**config.mk**
```make
export PLATFORM = sky130hd
export DESIGN_NAME = his_peak_finder
export DESIGN_NICKNAME = d
export VERILOG_FILES = /design/src/rtl/his_peak_finder_pkg.sv /design/src/rtl/his_peak_finder_compare.sv /design/src/rtl/his_peak_finder.sv
export SDC_FILE = /design/constraint.sdc
export NUM_CORES = 1
export LEC_CHECK = 0
export BUFFER_PORTS_ARGS = -buffer_cell sky130_fd_sc_hd__buf_4
export CAP_MARGIN = 20
export CORE_MARGIN = 2
export CORE_UTILIZATION = 50
export DETAILED_ROUTE_END_ITERATION = 12
export HOLD_SLACK_MARGIN = 0.15
export PLACE_DENSITY = 0.75
export SLEW_MARGIN = 30
export SYNTH_ARGS = -nofsm -noshare
export SYNTH_HDL_FRONTEND = slang
export SYNTH_HIERARCHICAL = 1
export SYNTH_SLANG_ARGS = --single-unit
```
**constraint.sdc**
```tcl
create_clock -name clk -period 2 [get_ports clk]
set_input_delay 0.4 -clock clk [delete_from_list [all_inputs] [get_ports clk]]
set_output_delay 0.4 -clock clk [all_outputs]
set_load 0.03 [all_outputs]
```
**src/rtl/his_peak_finder_pkg.sv**
```systemverilog
// Shared defaults and FSM state encoding for the histogram peak finder.
package his_peak_finder_pkg;

    localparam int NB_DEF      = 6;
    localparam int CNT_W_DEF   = 12;
    localparam int PIX_NUM_DEF = 200;
    localparam int PIX_W       = 8;

    typedef enum logic [1:0] {
        ST_IDLE   = 2'd0,
        ST_SCAN   = 2'd1,
        ST_DRAIN  = 2'd2,
        ST_REPORT = 2'd3
    } state_t;

endpackage

```
**src/rtl/his_peak_finder_compare.sv**
```systemverilog
// peakCompare: running maximum over a stream of (bin, count) pairs.
// The update is strictly-greater, so equal counts keep the lowest bin.
module peakCompare #(
    parameter int NB    = 6,
    parameter int CNT_W = 12
) (
    input  logic             clk,
    input  logic             res,
    input  logic             i_clr,
    input  logic             i_valid,
    input  logic [NB-1:0]    i_bin,
    input  logic [CNT_W-1:0] i_data,
    output logic [NB-1:0]    o_max_bin,
    output logic [CNT_W-1:0] o_max_cnt
);

    logic [NB-1:0]    r_max_bin;
    logic [CNT_W-1:0] r_max_cnt;

    // Running max register; clear has priority over a new sample
    always_ff @(posedge clk or negedge res) begin
        if (!res) begin
            r_max_bin <= {NB{1'b0}};
            r_max_cnt <= {CNT_W{1'b0}};
        end else if (i_clr) begin
            r_max_bin <= {NB{1'b0}};
            r_max_cnt <= {CNT_W{1'b0}};
        end else if (i_valid && (i_data > r_max_cnt)) begin
            r_max_bin <= i_bin;
            r_max_cnt <= i_data;
        end else begin
            r_max_bin <= r_max_bin;
            r_max_cnt <= r_max_cnt;
        end
    end

    assign o_max_bin = r_max_bin;
    assign o_max_cnt = r_max_cnt;

endmodule

```
**src/rtl/his_peak_finder.sv**
```systemverilog
// his_peak_finder: scans each pixel histogram of a completed bank and reports its peak bin.
// Optional macro PEAK_THRESH_EN adds input thr and output peakHit (peakCount >= thr).
module his_peak_finder
    import his_peak_finder_pkg::*;
#(
    parameter int NB      = NB_DEF,
    parameter int CNT_W   = CNT_W_DEF,
    parameter int PIX_NUM = PIX_NUM_DEF
) (
    input  logic             clk,
    input  logic             res,
`ifdef PEAK_THRESH_EN
    input  logic [CNT_W-1:0] thr,
    output logic             peakHit,
`endif
    input  logic             hisNum,
    output logic             rdEn,
    output logic             rdBank,
    output logic [PIX_W-1:0] rdPix,
    output logic [NB-1:0]    rdBin,
    input  logic [CNT_W-1:0] rdData,
    output logic             peakValid,
    input  logic             peakReady,
    output logic [PIX_W-1:0] peakPix,
    output logic [NB-1:0]    peakBin,
    output logic [CNT_W-1:0] peakCount,
    output logic             frameDone,
    output logic             overrun,
    output logic             busy
);

    localparam logic [PIX_W-1:0] LAST_PIX = PIX_W'(PIX_NUM - 1);
    localparam logic [NB-1:0]    LAST_BIN = {NB{1'b1}};

    state_t           r_state;
    state_t           w_next;
    logic             r_hisNum_d;
    logic             r_bank;
    logic [PIX_W-1:0] r_pix;
    logic [NB-1:0]    r_bin;
    logic             r_rdEn;
    logic             r_busy;
    logic             r_rd_vld;
    logic [NB-1:0]    r_rd_bin;
    logic             r_overrun;
    logic             r_peakValid;
    logic [PIX_W-1:0] r_peakPix;
    logic [NB-1:0]    r_peakBin;
    logic [CNT_W-1:0] r_peakCount;
    logic             r_frameDone;
    logic             w_start;
    logic             w_hs;
    logic             w_last_pix;
    logic             w_clr;
    logic             w_load;
    logic [NB-1:0]    w_max_bin;
    logic [CNT_W-1:0] w_max_cnt;

    assign w_start    = hisNum ^ r_hisNum_d;
    assign w_hs       = (r_state == ST_REPORT) && r_peakValid && peakReady;
    assign w_last_pix = (r_pix == LAST_PIX);
    assign w_clr      = ((r_state == ST_IDLE) && w_start) || w_hs;
    assign w_load     = (r_state == ST_REPORT) && !r_peakValid;

    // State register
    always_ff @(posedge clk or negedge res) begin
        if (!res) begin
            r_state <= ST_IDLE;
        end else begin
            r_state <= w_next;
        end
    end

    // Next-state decode
    always_comb begin
        w_next = r_state;
        case (r_state)
            ST_IDLE: begin
                if (w_start) w_next = ST_SCAN;
                else         w_next = ST_IDLE;
            end
            ST_SCAN: begin
                if (r_bin == LAST_BIN) w_next = ST_DRAIN;
                else                   w_next = ST_SCAN;
            end
            ST_DRAIN: w_next = ST_REPORT;
            ST_REPORT: begin
                if (w_hs) w_next = w_last_pix ? ST_IDLE : ST_SCAN;
                else      w_next = ST_REPORT;
            end
            default: w_next = ST_IDLE;
        endcase
    end

    // Read-address generation and return-data alignment
    always_ff @(posedge clk or negedge res) begin
        if (!res) begin
            r_hisNum_d <= 1'b0;
            r_bank     <= 1'b0;
            r_pix      <= {PIX_W{1'b0}};
            r_bin      <= {NB{1'b0}};
            r_rdEn     <= 1'b0;
            r_busy     <= 1'b0;
            r_rd_vld   <= 1'b0;
            r_rd_bin   <= {NB{1'b0}};
        end else begin
            r_hisNum_d <= hisNum;
            r_rdEn     <= (w_next == ST_SCAN);
            r_busy     <= (w_next != ST_IDLE);
            r_rd_vld   <= r_rdEn;
            r_rd_bin   <= r_bin;
            if (r_state == ST_SCAN) r_bin <= r_bin + NB'(1);
            else                    r_bin <= {NB{1'b0}};
            // The bank that just completed is the one hisNum pointed at before the toggle
            if ((r_state == ST_IDLE) && w_start) begin
                r_bank <= r_hisNum_d;
                r_pix  <= {PIX_W{1'b0}};
            end else if (w_hs && !w_last_pix) begin
                r_bank <= r_bank;
                r_pix  <= r_pix + 8'd1;
            end else begin
                r_bank <= r_bank;
                r_pix  <= r_pix;
            end
        end
    end

    // Sticky overrun: a bank completed while a frame was still in progress
    always_ff @(posedge clk or negedge res) begin
        if (!res) begin
            r_overrun <= 1'b0;
        end else if (w_start && (r_state != ST_IDLE)) begin
            r_overrun <= 1'b1;
        end else begin
            r_overrun <= r_overrun;
        end
    end

    peakCompare #(
        .NB    (NB),
        .CNT_W (CNT_W)
    ) u_cmp (
        .clk       (clk),
        .res       (res),
        .i_clr     (w_clr),
        .i_valid   (r_rd_vld),
        .i_bin     (r_rd_bin),
        .i_data    (rdData),
        .o_max_bin (w_max_bin),
        .o_max_cnt (w_max_cnt)
    );

    // Result registers: captured on the first REPORT cycle, held until accepted
    always_ff @(posedge clk or negedge res) begin
        if (!res) begin
            r_peakValid <= 1'b0;
            r_peakPix   <= {PIX_W{1'b0}};
            r_peakBin   <= {NB{1'b0}};
            r_peakCount <= {CNT_W{1'b0}};
            r_frameDone <= 1'b0;
        end else begin
            r_frameDone <= w_hs && w_last_pix;
            if (w_load) begin
                r_peakValid <= 1'b1;
                r_peakPix   <= r_pix;
                r_peakBin   <= w_max_bin;
                r_peakCount <= w_max_cnt;
            end else if (w_hs) begin
                r_peakValid <= 1'b0;
            end else begin
                r_peakValid <= r_peakValid;
            end
        end
    end

`ifdef PEAK_THRESH_EN
    logic r_peakHit;

    // Threshold flag follows thr while a result is being reported
    always_ff @(posedge clk or negedge res) begin
        if (!res) begin
            r_peakHit <= 1'b0;
        end else if (r_state == ST_REPORT) begin
            r_peakHit <= (w_max_cnt >= thr);
        end else begin
            r_peakHit <= r_peakHit;
        end
    end

    assign peakHit = r_peakHit;
`endif

    assign rdEn      = r_rdEn;
    assign rdBank    = r_bank;
    assign rdPix     = r_pix;
    assign rdBin     = r_bin;
    assign peakValid = r_peakValid;
    assign peakPix   = r_peakPix;
    assign peakBin   = r_peakBin;
    assign peakCount = r_peakCount;
    assign frameDone = r_frameDone;
    assign overrun   = r_overrun;
    assign busy      = r_busy;

endmodule

```
==> metrics, run 1 <==
P&R area growth vs syn 34.1%; setup TNS after final layout -0.276 ns; Antenna Nets Post-Route 0; slew margin rel. 58.8%; Via density 5.98; yosys warns 6; CP required 2.22 ns; Final min period 2.04 ns; most numerous cell in the Yosys netlist dfrtp_1; Worst Hold Class input pin to register; Residual DRC 0; Tightest Pin Transition 0.618 ns; main combinational cell family by area after synthesis compound AO/OA/AOI/OAI gates; antenna violations before repair 0; CTS tree done; Overflow after GRT 0; worst vdd rail ir drop 0.953 mV; CP Capture Type register; CP startpoint kind register; Synth Area in XOR/XNOR 0.993%; crit path buf inv count 2; Tcrit/Tclk final 102%; clock-pin slew on the worst setup and hold paths 0.08 ns; post-synth net total 327; dpl ws -0.146 ns; critical path fanouts, max 9; kind of critical path register to register; max cap viols 0; Num CTS Buffers 9; Initial Util 51.7%; Pwr Density 1470 mW/mm^2; worst path cell trace inv_1 > ha_1 > a21oi_2 > o21ai_2 > a221o_1 > buf_6 > o2111ai_2 > o311ai_2; Compound-Gate Fraction of Synth Area 15.8%; failing checks setup timing; Post-Route WL 8590 um; H-tree depth 3; post-DR wirelength/cell 18.0 um; Synth async-reset ratio 100%; Final Power 0.00694 W; Port Buffers 61; Worst R2R Setup Slack -0.04 ns; Yosys reg bits 74; Root Buffer clkbuf_8; Post-Route Utilization 69.3%; syn_area_per_cell 11.9 um^2; critical path's slowest cell dfrtp_1; clock sink total 74; clk_skew 0.00826 ns; Max stage delay on crit path 0.37 ns; top cells by count, synth dfrtp_1, mux2_2, inv_1, nand4_1, o2111ai_1; part of the Yosys area used for sequential elements 52.5%; Yosys top cell by area dfrtp_1; ratio of cells with drive above 1 in the final layout 45.5%; die width 88.0 um; EDFF count, synth 0; top-area cell type share of the netlist area 52.5%; fin worst setup slack -0.0374 ns; RSZ-0062 raised after global routing yes; n_diodes 0; placement row count 30; post-DP HPWL 5150 um; die area 0.00775 mm^2; post-synthesis mux area share 9.71%; core area 0.00683 mm^2; status finished with violations; First-pass DRT Iterations 4; Syn Inst Count 297; # IOs 62; Synth Area in Simple Gates 10.5%; Final setup viols 16; Vias 2859; CP top delay family compound AO/OA/AOI/OAI gates; initial DRC count 172; GP Congestion 0.845; WP data arrival 2.26 ns; clk buf depth 2; top_reg_cell synth dfrtp_1; first-pass GRT wire length 12800 um; Clock Latency Late Sink 0.35 ns; All-Layer GR Usage 21.5%; Fmax 0.491 GHz; Post-Synth Adder-Cell Area 4.96%; final hold viol count 0; vias in the first global route 2702; fin nets 407; Synth area leaders dfrtp_1, mux2_2, ha_1, o2111ai_1, nand4_1; Slew Limit Fails 0; Die Span Y 88.0 um; Synth cell types 46; largest net degree at the start of global routing 48; Leak 2.16 nW; Syn Std Cell Area 0.00353 mm^2
## final cells by class
cell class / count / area [um^2]
Clock inverter: 4 / 73.8
Sequential cell: 74 / 1850
Clock buffer: 12 / 155
Multi-Input combinational cell: 180 / 1730
Timing Repair Buffer: 88 / 718
Tap cell: 96 / 120
Inverter: 24 / 90.1
Fill cell: 493 / 2100
## power breakdown
group / internal, W / switching (W) / total, W
Clock: 0.000771 / 0.000560 / 0.00133
Sequential: 0.00194 / 0.000358 / 0.00230
Combinational: 0.00142 / 0.00189 / 0.00331
## cell families (layout without fill, tap and decap cells)
family | Yosys count | in the layout
flops | 74 | 74
xor+xnor | 4 | 4
buf+inv | 43 | 128
compound gates | 70 | 70
fa+ha+maj | 14 | 14
mux | 31 | 31
simple gates | 61 | 61
## placed cells by master (no fill, tap or decap), drive strengths merged, types with 3 or more instances in the layout
cell type  count
o211ai         3
o311ai        18
ha            14
nor2           7
clkbuf        12
nand2          8
mux2i          5
dfrtp         74
mux2          26
nand4         24
nand3          7
a21oi          7
o2111ai       18
inv           23
xnor2          3
a21boi         3
o21ai          9
o21bai         3
and3           3
clkinv         3
buf           87
o31ai          3
## registers in the layout, indices dropped and copies added, names as in the netlist
register and count:
peakPix 8, busy 1, rdEn 1, rdBin 6, overrun 1, peakCount 12
u_cmp/o_max_cnt 12, frameDone 1, rdPix 8, r_rd_bin 6, r_hisNum_d 1, peakValid 1
r_rd_vld 1, rdBank 1, r_state 2, peakBin 6, u_cmp/o_max_bin 6
## per-layer routing
metal | global-route usage, % | vias up | routed length [um]
li1 | - | 1297 | -
met1 | 28.0 | 1433 | 3550
met2 | 34.5 | 116 | 4300
met3 | 6.97 | 13 | 612
met4 | 6.34 | 0 | 122
met5 | 0 | - | 0
## stage by stage
stage	hold WS, ns	cells	area (um^2)
detailed placement	0.365	456	4180
CTS	0.174	474	4440
floorplan	0.104	297	3530
finish	0.190	478	4730
global placement	0.366	456	4180
global route	0.169	478	4730
## worst register-to-register path, stage by stage (launching register included)
cell and delay (ns):
dfrtp_1 0.37, inv_1 0.07, ha_1 0.34, a21oi_2 0.18
o21ai_2 0.11, a221o_1 0.37, buf_6 0.17, o2111ai_2 0.19
o311ai_2 0.13
## what timing repair did
| item | CTS | global route |
|---|---|---|
| gates cloned | 0 | 2 |
| endpoints found under the setup margin | 7 | 18 |
| hold endpoints to repair | 45 | 0 |
| pin swaps | 1 | 6 |
| buffers inserted | 1 | 2 |
| hold buffers | 1 | 0 |
| gates resized for setup | 2 | 52 |
## worst paths after layout
kind	startpoint	endpoint	cells after the start
max reg2reg	u_cmp/o_max_cnt[7]	u_cmp/o_max_cnt[3]	8
max	u_cmp/o_max_cnt[7]	u_cmp/o_max_cnt[3]	8
min in group asynchronous	res	peakCount[11]	2
max in group asynchronous	res	peakBin[1]	3
min	hisNum	r_hisNum_d	1
min reg2reg	rdEn	r_rd_vld	0
(Power assumes the default switching activity.)
==> run 2, diff against run 1 <==
- MAX_ROUTING_LAYER: unset -> met4
==> metrics, run 2 (synthesized netlist as in run 1, its figures left out) <==
initial DRC count 158; CP required 2.23 ns; CP startpoint kind register; Clk pwr share 19.3%; n_diodes 0; post-DP HPWL 5150 um; Initial Util 51.7%; Port Buffers 61; r2r endpoint u_cmp/o_max_cnt[10]; critical path's slowest cell dfrtp_1; R2R Path Start u_cmp/o_max_cnt[7]; failing checks setup timing; critical path fanouts, max 9; Die Span Y 88.0 um; P_sw 0.00278 W; vias in the first global route 2714; Post-Route WL 8490 um; die area 0.00775 mm^2; reg2reg path depth 8; Antenna Nets Post-Route 0; commonest non-fill, non-tap cells in the layout buf_4, dfrtp_1, mux2_2; placement row count 30; core area 0.00683 mm^2; ratio of cells with drive above 1 in the final layout 44.5%; first-pass GRT wire length 12800 um; Clock Latency Late Sink 0.35 ns; switching power share of the total 40.3%; clk buf depth 2; max cap viols 0; fin worst setup slack -0.0502 ns; clk_skew 0.00985 ns; CTS tree done; post-DR wirelength/cell 17.8 um; Num CTS Buffers 9; met3 Use GR 5.94%; status finished with violations; worst vdd rail ir drop 0.950 mV; Worst R2R Setup Slack -0.05 ns; commonest non-fill, non-tap cell in the layout buf_4; All-Layer GR Usage 22.1%; Slew Limit Fails 0; Overflow after GRT 0; largest net degree at the start of global routing 48; Worst Hold Class input pin to register; Leak 2.16 nW; kind of critical path register to register; crit path buf inv count 2; met2 Resource Use GR 34.6%; Final setup viols 18; slew margin rel. 58.9%; RSZ-0062 raised after global routing yes; fin nets 407; die width 88.0 um; P&R area growth vs syn 33.4%; clock sink total 74; GP Congestion 0.858; Root Buffer clkbuf_8; final hold viol count 0; H-tree depth 3; sequential share of power 33.3%; worst path cell trace inv_1 > ha_1 > a21oi_2 > o21ai_2 > a221o_1 > buf_6 > o2111ai_2 > o311ai_2; combinational fraction of design power 47.4%; dpl ws -0.146 ns; Via density 6.00; Levels on crit path 8; Vias 2869; First-pass DRT Iterations 5; met1 usage 28.0%; dpl cells 456; Tightest Pin Transition 0.617 ns; clock-pin slew on the worst setup and hold paths 0.08 ns; Fmax 0.488 GHz; Final min period 2.05 ns; CP top delay family compound AO/OA/AOI/OAI gates; WP data arrival 2.28 ns; Int Power 0.00412 W; Tcrit/Tclk final 103%; Max stage delay on crit path 0.37 ns; Pwr Density 1460 mW/mm^2; fin cells 478; # IOs 62; Residual DRC 0; Critical Path End u_cmp/o_max_cnt[10]; GR peak layer met2; Final Power 0.00689 W; Worst setup startpoint u_cmp/o_max_cnt[7]; CP Capture Type register; antenna violations before repair 0
run 2: layout make-up:
| cell class | instances | area (um^2) |
|---|---|---|
| fillers | 504 | 2120 |
| multi-input cells | 180 | 1700 |
| repair buffers | 88 | 714 |
| inverters | 24 | 90.1 |
| clock inverters | 4 | 73.8 |
| well taps | 96 | 120 |
| clock buffers | 12 | 155 |
| flip-flops and latches | 74 | 1850 |
run 2: how the worst min path moves through the flow:
stage | startpoint | to | slack, ns | cells past startpoint
after CTS | hisNum | r_hisNum_d | 0.17 | 1
after global routing | hisNum | r_hisNum_d | 0.17 | 1
after global placement | rdEn | r_rd_vld | 0.37 | 0
final | hisNum | r_hisNum_d | 0.19 | 1
after floorplan | res | busy | 0.10 | 0
after detailed placement | rdEn | r_rd_vld | 0.36 | 0
run 2: per-stage QoR:
step | util (%) | setup TNS, ns | hold slack (ns) | cell area [um^2]
2_1_floorplan | - | 0 | 0.104 | 3530
3_3_place_gp | 61.2 | -0.740 | 0.366 | 4180
3_5_place_dp | 61.2 | -1.47 | 0.365 | 4180
4_1_cts | 64.9 | 0 | 0.174 | 4440
5_1_grt | 68.9 | -1.71 | 0.171 | 4710
6_report | 68.9 | -0.416 | 0.191 | 4710
run 2: per-layer routing:
metal  vias up  share of wire [%]
li1       1297                  -
met4         0                1.2
met5         -                  0
met1      1444                 42
met3        10                6.5
met2       118                 51
run 2: what timing repair did:
item	4_1_cts	5_1_grt
gates cloned	0	2
gates resized for setup	2	47
pin swaps	1	6
hold buffers	1	0
setup buffers	1	2
setup endpoints to repair	7	18
hold endpoints to repair	45	0
run 2: power by group through the flow:
stage                     Clock, W  Combinational [W]  Sequential, W
after CTS                  0.00135            0.00274        0.00228
after detailed placement         0            0.00269        0.00231
after floorplan                  0            0.00136        0.00273
final                      0.00133            0.00327        0.00230
after global placement           0            0.00263        0.00229
after global routing       0.00144            0.00350        0.00235
==> run 3, diff against run 2 <==
- REMOVE_ABC_BUFFERS: unset -> 1
==> metrics, run 3 (synthesized netlist as in run 1, its figures left out) <==
Post-Route WL 8240 um; final hold viol count 0; Final setup viols 0; WP data arrival 2.17 ns; antenna violations before repair 0; kind of critical path register to register; Pwr Density 1400 mW/mm^2; fin nets 408; # IOs 62; fin cells 478; commonest non-fill, non-tap cell in the layout buf_4; Max stage delay on crit path 0.42 ns; placement row count 30; status finished clean; worst path cell trace inv_2 > ha_4 > a21oi_2 > o21ai_2 > a221o_1 > buf_6 > o2111ai_2 > o311ai_1; commonest non-fill, non-tap cells in the layout buf_4, dfrtp_1, mux2_2; vias in the first global route 2747; Fillers 531; clk buf depth 2; Fmax 0.510 GHz; Hold WS 0.194 ns; CTS tree done; Initial Util 51.7%; slew margin rel. 67.6%; Tightest Pin Transition 0.486 ns; CP Capture Type register; clock-pin slew on the worst setup and hold paths 0.08 ns; First-pass DRT Iterations 4; Leak 2.11 nW; Die Span Y 88.0 um; largest net degree at the start of global routing 39; Final min period 1.96 ns; initial DRC count 142; Via density 5.82; core area 0.00683 mm^2; post-DR wirelength/cell 17.2 um; Slew Limit Fails 0; All-Layer GR Usage 22.6%; P&R area growth vs syn 30.2%; die width 88.0 um; clk_skew 0.0118 ns; max cap viols 0; clock sink total 74; H-tree depth 3; CP startpoint kind register; Residual DRC 0; worst vdd rail ir drop 0.602 mV; RSZ-0062 raised after global routing yes; Tcrit/Tclk final 98.1%; Worst Hold Class input pin to register; critical path fanouts, max 8; Num CTS Buffers 9; ratio of cells with drive above 1 in the final layout 41.6%; Root Buffer clkbuf_8; dpl cells 458; first-pass GRT wire length 13200 um; Antenna Nets Post-Route 0; Port Buffers 61; die area 0.00775 mm^2; Overflow after GRT 0; post-DP HPWL 5470 um; critical path's slowest cell a221o_1; Vias 2781; CP required 2.21 ns; n_diodes 0; Clock Latency Late Sink 0.35 ns; GP Congestion 0.851
-- run 3: path summary, 6_finish.rpt --
path                               startpoint            endpoint  slack, ns  cells past startpoint
max                        u_cmp/o_max_cnt[7]  u_cmp/o_max_bin[3]       0.04                      8
min                                    hisNum          r_hisNum_d       0.19                      1
max reg2reg                u_cmp/o_max_cnt[7]  u_cmp/o_max_bin[3]       0.04                      8
min reg2reg                              rdEn            r_rd_vld       0.44                      0
max in group asynchronous                 res            rdBin[3]       0.87                      3
min in group asynchronous                 res  u_cmp/o_max_cnt[5]       0.57                      2
-- run 3: critical path, delay by kind of cell, from the launching register on --
kind,cells,cell delay (ns)
compound gates,5,0.96
buf+inv,2,0.26
flops,1,0.39
fa+ha+maj,1,0.21
-- run 3: timing repair --
item                                    4_1_cts  5_1_grt
hold buffers                                  1        0
endpoints found under the setup margin       17       18
hold endpoints to repair                     36        0
resized for setup                             8       24
pin swaps                                     2       10
setup buffers                                 0        4
-- run 3: power breakdown --
part	switching (W)	leakage, nW	internal (W)	total (W)
logic	0.00176	1.07	0.00134	0.00310
registers	0.000356	0.957	0.00194	0.00230
clock network	0.000533	0.0855	0.000511	0.00104
total	0.00265	2.11	0.00380	0.00644
-- run 3: final cells by class --
class / count / area (um^2) / share of cell area (%)
Sequential cell: 74 / 1850 / 40.3
Multi-Input combinational cell: 180 / 1630 / 35.5
Inverter: 24 / 90.1 / 1.96
Tap cell: 96 / 120 / 2.61
Clock inverter: 2 / 12.5 / 0.272
Clock buffer: 13 / 159 / 3.46
Timing Repair Buffer: 89 / 732 / 15.9
-- run 3: routing by layer --
metal / vias to the layer above / routed length [um] / GRT usage (%)
li1: 1296 / - / -
met3: 10 / 356 / 5.75
met4: 0 / 99 / 8.95
met1: 1400 / 3540 / 26.7
met5: - / 0 / -
met2: 75 / 4250 / 37.3
-- run 3: stage by stage --
step                util, %  instance area, um^2  power [W]  setup slack, ns  setup TNS (ns)
finish                 67.3                 4590    0.00644           0.0373               0
global route           67.3                 4590    0.00684          -0.0402          -0.143
CTS                    64.7                 4420    0.00620          0.00629               0
detailed placement     61.8                 4220    0.00510           -0.199           -2.69
global placement       61.8                 4220    0.00499          -0.0768          -0.832
floorplan                 -                 3420    0.00395           -0.409           -7.06
